--- config.mk ---
export PLATFORM = sky130hd
export DESIGN_NAME = freq_bin2bcd
export DESIGN_NICKNAME = d
export VERILOG_FILES = /design/src/rtl/freq_pkg.sv /design/src/rtl/bcd_digit_adjust.sv /design/src/rtl/freq_bin2bcd.sv
export SDC_FILE = /design/constraint.sdc
export NUM_CORES = 1
export LEC_CHECK = 0
export ABC_AREA = 1
export BUFFER_PORTS_ARGS = -buffer_cell sky130_fd_sc_hd__buf_2
export CAP_MARGIN = 20
export CORE_MARGIN = 10
export CORE_UTILIZATION = 30
export CTS_CLUSTER_SIZE = 30
export DETAILED_ROUTE_END_ITERATION = 8
export GPL_TIMING_DRIVEN = 0
export PLACE_DENSITY_LB_ADDON = 0.1
export SLEW_MARGIN = 10
export SYNTH_ARGS = -nofsm -noshare
export SYNTH_HDL_FRONTEND = slang
export SYNTH_HIERARCHICAL = 1
export SYNTH_SLANG_ARGS = --single-unit
--- constraint.sdc ---
create_clock -name clk -period 2.2 [get_ports clk]
set_input_delay 0.33 -clock clk [delete_from_list [all_inputs] [get_ports clk]]
set_output_delay 0.33 -clock clk [all_outputs]
set_load 0.1 [all_outputs]
--- src/rtl/freq_pkg.sv ---
// rtl/freq_pkg.sv - shared constants, state encoding and saturation helper for the frequency BCD path
package freq_pkg;

  localparam int BCD_BITS = 4;
  localparam logic [BCD_BITS-1:0] BCD_NINE = 4'h9;

  typedef enum logic [0:0] {
    IDLE    = 1'b0,
    CONVERT = 1'b1
  } state_t;

  // Largest value representable in n decimal digits; 64 bits covers any practical digit count
  function automatic logic [63:0] pow10_minus1(input int n);
    logic [63:0] p;
    p = 64'd1;
    for (int i = 0; i < n; i++) begin
      p = p * 64'd10;
    end
    return p - 64'd1;
  endfunction

endpackage

--- src/rtl/bcd_digit_adjust.sv ---
// rtl/bcd_digit_adjust.sv - combinational add-3 correction for one BCD digit ahead of a shift
module bcd_digit_adjust
  import freq_pkg::*;
(
  input  logic [BCD_BITS-1:0] digit_in,
  output logic [BCD_BITS-1:0] digit_out
);

  // A digit of 5 or more would carry past 9 after doubling, so pre-bias it by 3
  always_comb begin
    digit_out = digit_in;
    if (digit_in >= 4'd5) begin
      digit_out = digit_in + 4'd3;
    end
  end

endmodule

--- src/rtl/freq_bin2bcd.sv ---
// rtl/freq_bin2bcd.sv - sequential double-dabble binary to packed BCD converter; optional FREQ_BCD_AUTO_REFRESH_EN
module freq_bin2bcd
  import freq_pkg::*;
#(
  parameter int BIN_WIDTH  = 20,
  parameter int BCD_DIGITS = 6
) (
  input  logic                             clk,
  input  logic                             reset,
  input  logic [BIN_WIDTH-1:0]             bin_freq,
  input  logic                             start,
  output logic                             busy,
  output logic                             done,
  output logic [BCD_DIGITS*BCD_BITS-1:0]   bcd_freq,
  output logic                             overflow
);

  localparam int SCR_W = BCD_DIGITS * BCD_BITS;
  localparam int CNT_W = (BIN_WIDTH > 1) ? $clog2(BIN_WIDTH) : 1;
  localparam logic [CNT_W-1:0] CNT_INIT = CNT_W'(BIN_WIDTH - 1);
  localparam logic [CNT_W-1:0] CNT_ONE  = CNT_W'(1);
  localparam logic [63:0] SAT_LIMIT = pow10_minus1(BCD_DIGITS);
  localparam logic [SCR_W-1:0] ALL_NINES = {BCD_DIGITS{BCD_NINE}};

  state_t               state;
  logic [BIN_WIDTH-1:0] shift_q;
  logic [SCR_W-1:0]     scratch_q;
  logic [SCR_W-1:0]     scratch_adj;
  logic [SCR_W-1:0]     scratch_next;
  logic [CNT_W-1:0]     bit_cnt;
  logic                 ovf_q;
  logic                 ovf_in;
  logic                 go;

  // Narrow inputs can never exceed the limit, so this folds to constant 0 for them
  assign ovf_in = (64'(bin_freq) > SAT_LIMIT);

  for (genvar d = 0; d < BCD_DIGITS; d++) begin : g_adj
    bcd_digit_adjust u_adj (
      .digit_in  (scratch_q[d*BCD_BITS +: BCD_BITS]),
      .digit_out (scratch_adj[d*BCD_BITS +: BCD_BITS])
    );
  end

  // Carry out of the top digit is dropped; saturation covers every case where it matters
  assign scratch_next = (scratch_adj << 1) | SCR_W'(shift_q[BIN_WIDTH-1]);

  assign busy = (state == CONVERT);

`ifdef FREQ_BCD_AUTO_REFRESH_EN
  logic [BIN_WIDTH-1:0] last_bin;

  assign go = start || (bin_freq != last_bin);

  // Remember the value captured by the most recent conversion so only changes retrigger
  always_ff @(posedge clk) begin
    if (reset) begin
      last_bin <= '0;
    end else if ((state == IDLE) && go) begin
      last_bin <= bin_freq;
    end
  end
`else
  assign go = start;
`endif

  // Conversion FSM: capture in IDLE, one adjust-and-shift per cycle in CONVERT, publish on the last bit
  always_ff @(posedge clk) begin
    if (reset) begin
      state     <= IDLE;
      shift_q   <= '0;
      scratch_q <= '0;
      bit_cnt   <= '0;
      ovf_q     <= 1'b0;
      done      <= 1'b0;
      bcd_freq  <= '0;
      overflow  <= 1'b0;
    end else begin
      done <= 1'b0;
      case (state)
        IDLE: begin
          if (go) begin
            shift_q   <= bin_freq;
            scratch_q <= '0;
            bit_cnt   <= CNT_INIT;
            ovf_q     <= ovf_in;
            state     <= CONVERT;
          end
        end
        CONVERT: begin
          scratch_q <= scratch_next;
          shift_q   <= shift_q << 1;
          bit_cnt   <= bit_cnt - CNT_ONE;
          if (bit_cnt == '0) begin
            bcd_freq <= ovf_q ? ALL_NINES : scratch_next;
            overflow <= ovf_q;
            done     <= 1'b1;
            state    <= IDLE;
          end
        end
        default: state <= IDLE;
      endcase
    end
  end

endmodule
# Yosys cells after proc, flatten, opt, wreduce, memory -nomap -nowiden
# Cells that the tools add are included.
# word_totals
mem_count,0
rom_bits,0
latchBits,0
wordCells,46
out_inout_bits,27
ramBits,0
ff_bits,77
# op_classes
div,0
shifts,0
add_sub_neg,7
eq_ne,1
n_bitwise,2
n_lt_le_gt_ge,7
mul,0
mux,17
reduce_logical,4
# op_table
operator,count
two-way mux 24 bit,2
case mux 24 bit (2 select lines),1
case mux 20 bit (2 select lines),1
>= comparator 4 x 3 -> 1 bit (second input constant),6
OR 24 x 1 -> 24 bit,1
adder 4 x 2 -> 4 bit (second input constant),5
greater-than comparator 20 bit (second input constant),1
two-way mux 20 bit,1
two-way mux 4 bit,5
case mux 5 bit (2 select lines),1
logical NOT 5 bit,1
two-way mux 5 bit,1
subtractor 5 x 1 -> 5 bit (second input constant),1
AND reduction 2 bit,2
adder 3 x 2 -> 3 bit (second input constant),1
two-way mux 1 bit,3
two-way mux 3 bit,1
!= test 2 bit (second input constant),1
case mux 1 bit (2 select lines),1
OR reduction 2 bit,1
NOT 1 bit,1

# Depth between registers and ports, before layout
# depth
ltp_word,4
ltp_mapped,11
ltp_nobuf,11

# By module
# The synthesis kept the hierarchy.
# by_module_without_submodules
module,area_each_um2,cells_each,seq_area_each_um2,instances
freq_bin2bcd,3121.7,451,1541.5,1
bcd_digit_adjust,135.1,23,0.0,6

# Least setup slack after synthesis
# Ideal clock, no wire load.
# synth_path
path_kind,reg2reg
startpoint,register state (netlist: busy)
endpoint,register bcd_freq[17]
arrival_ps,1767
period_less_slack_ps,1883
path_buffers,1
slack_ps,317
stages_incl_launch_ff,7
cell_sequence,dfxtp_1 > inv_2 > nor2_2 > nand3_2 > clkbuf_1 > nand3_1 > nand2_1
# synth_via
elab_chain_cells,1
# synth_rtl
item,line_no,text
from (decl),freq_bin2bcd.sv:25,state_t state;
from (signal assigned),freq_bin2bcd.sv:70,state <= IDLE;
from (signal assigned),freq_bin2bcd.sv:87,state <= CONVERT;
from (signal assigned),freq_bin2bcd.sv:98,state <= IDLE;
AND reduction 2 bit (no source line),--,
to (signal assigned),freq_bin2bcd.sv:95,bcd_freq <= ovf_q ? ALL_NINES : scratch_next;
to (decl),freq_bin2bcd.sv:14,"output logic [BCD_DIGITS*BCD_BITS-1:0] bcd_freq,"
# Every way passes these cells.
# A chain may end at the register's enable or synchronous reset.

# Worst setup path after layout
# layout_path
startpoint,register bit_cnt[0]
endpoint,register bcd_freq[20]
# layout_via
elab_chain_cells,2
# layout_rtl
item,line_no,text
from (decl),freq_bin2bcd.sv:30,logic [CNT_W-1:0] bit_cnt;
from (signal assigned),freq_bin2bcd.sv:93,bit_cnt <= bit_cnt - CNT_ONE;
logical NOT 5 bit,freq_bin2bcd.sv:94,if (bit_cnt == '0) begin
AND reduction 2 bit (no source line),--,
# Every way passes these cells.

==> metrics.cfg <==
[placed_design]
dpl.hpwl_mm=7.838
gp_congestion=0.8137
place_ws_ns=0.5489
portBuffers=49

[timing]
slew_viol_final=0
fin_tns_setup_ns=0
hold_violations=0
period_share=0.7550
rsz0062_at_grt=false
period_needed_ns=1.661
whs_ns=0.2478
worstMarginPinSlew_ns=0.6749
layout_setup_ws_ns=0.5390
finClkSkew_ns=0.006995
slew_headroom=0.5501
finalSetupViolCount=0
fmax_mhz=602.0

[yosys]
yosys_warnings=6
synth_area_sq_um=3906
synth_fp_nets=620
avgSynthCellArea_sq_um=6.689
netlist_instances=584

[floorplan]
dieArea_sq_um=17990
core_sq_um=12670
die_x_microns=134.1
rows=41
die_y_microns=134.1
io_pins=50
initial_core_util=0.3083

[detailed_routing]
met2_length_mm=4.766
drt-met1-wl_mm=5.066
wl_mm=10.54
drc_errors=0
wl_met3_microns=526
ant_nets=0
drtIter0Drc=110
dr.pass1.iters=4
wl_per_cell_microns=12.85
vias_per_cell=4.506
vias=3695
top_layer_used=met4

[clocking]
clock_sinks=77
cts_resized=0
cts_buffer_depth=2
cts_buffers=9
cts_root_buf=clkbuf_16
cts_hold_buf=0
path_clk_slew_ns=0.06
insertion_delay_ns=0.34
post-cts-setup-buffers=0
htreeDepth=3
cts_tree=built

[setup_path]
path_cells=inv_1, ha_1, nand3_2, clkbuf_1, nor2_1, nor2_1
crit_arrival_ns=1.89
critPathMaxFanout=10
r2r_slack_ns=0.54
path_class=reg2reg
cpMostUsedCell=nor2_1
r2r_start=bit_cnt[0]
timing.rr.end=bcd_freq[20]
cp_slowest_cell=clkbuf_1
crit_required_ns=2.43
critPathMaxStageDelay_ns=0.34
critPathLaunchType=flop
reg2reg_depth=6
worstSetupEndpointType=flop

[cells_and_area]
drive_gt1_frac=0.1898
syn_to_final_growth_pct=18.99
nFillCells=1439
antenna_cells=0
final_core_util=0.3668
final_nets=680

[grt]
gr-usage-all-layers=0.1223
first_global_vias=3569
overflow=0
grt_max_degree=13
grt_pass1_wl_mm=17.81
antenna_found_initial=0

[min_path]
min_path_type=in2reg
hold_start=bin_freq[0]
whs_endpoint=shift_q[0]
holdPathStages=3

[run]
cap_violations=0

[outcome]
outcome=finished clean

[power]
ir_drop_mv=0.3077
power_density_nw_per_um2=740.9
leakagePower_nw=2.214
fin_total_pwr_w=0.003444

[registers in the layout, summed over array words and instances, names as in the netlist]
register   count
shift_q       20
overflow       1
done           1
scratch_q     24
ovf_q          1
busy           1
bit_cnt        5
bcd_freq      24
[layout make-up]
class	count	area, sq um	share of cell area
buffer	25	106.4	0.02288
clock buffer	10	229.0	0.04926
clock inverter	5	52.55	0.01131
inverter	71	266.5	0.05734
multi-input combinational	411	1992	0.4285
sequential	77	1541	0.3316
tap	172	215.2	0.04630
timing repair buffer	49	245.2	0.05276
[cells in the final DEF, fill, tap and decap left out, types with 2 or more instances in the layout]
| master | n |
|---|---|
| a21oi_1 | 19 |
| a21oi_2 | 5 |
| buf_2 | 59 |
| clkbuf_1 | 15 |
| clkbuf_16 | 9 |
| clkinv_2 | 3 |
| dfxtp_1 | 77 |
| ha_1 | 13 |
| inv_1 | 62 |
| inv_2 | 8 |
| nand2_1 | 188 |
| nand2_2 | 7 |
| nand3_1 | 46 |
| nand4_1 | 2 |
| nor2_1 | 60 |
| nor2_4 | 12 |
| nor3_1 | 2 |
| o21ai_0 | 31 |
| o21ai_1 | 7 |
| o21ai_2 | 6 |
| or2_2 | 10 |
[through the flow]
step / cell area, sq um / cells
after global routing: 4648 / 820
after CTS: 4648 / 820
after floorplan: 3906 / 584
final: 4648 / 820
after global placement: 4367 / 805
after detailed placement: 4367 / 805
[critical path: cells and delay by family (launching register included)]
| kind | cells | cell delay [ns] |
|---|---|---|
| DFF | 1 | 0.30 |
| and+or+nand+nor | 3 | 0.49 |
| adders and majority gates | 1 | 0.29 |
| buffers and inverters | 2 | 0.47 |
[worst max path at each step]
| stage | from | end | slack [ns] | cells after the start |
|---|---|---|---|---|
| after CTS | bit_cnt[0] | bcd_freq[20] | 0.55 | 6 |
| after floorplan | busy | bcd_freq[17] | 0.32 | 6 |
| after detailed placement | reset | scratch_q[4] | 0.55 | 4 |
| after global placement | reset | scratch_q[23] | 0.57 | 4 |
| after global routing | bit_cnt[0] | bcd_freq[11] | 0.42 | 6 |
| final | bit_cnt[0] | bcd_freq[20] | 0.54 | 6 |
[where the power goes]
part / switching (W) / leakage, nW / internal, W
clock: 0.000584 / 0.138 / 0.000866
combinational: 0.000396 / 1.45 / 0.000114
sequential: 0.0000326 / 0.626 / 0.00145
total: 0.00101 / 2.21 / 0.00243
[layer usage]
layer / GRT usage / vias to the layer above
li1: - / 1931
met1: 0.1498 / 1682
met2: 0.1980 / 68
met3: 0.03323 / 14
met4: 0.05079 / 0
met5: 0 / -
No activity file was read; power rests on OpenSTA's default activity.
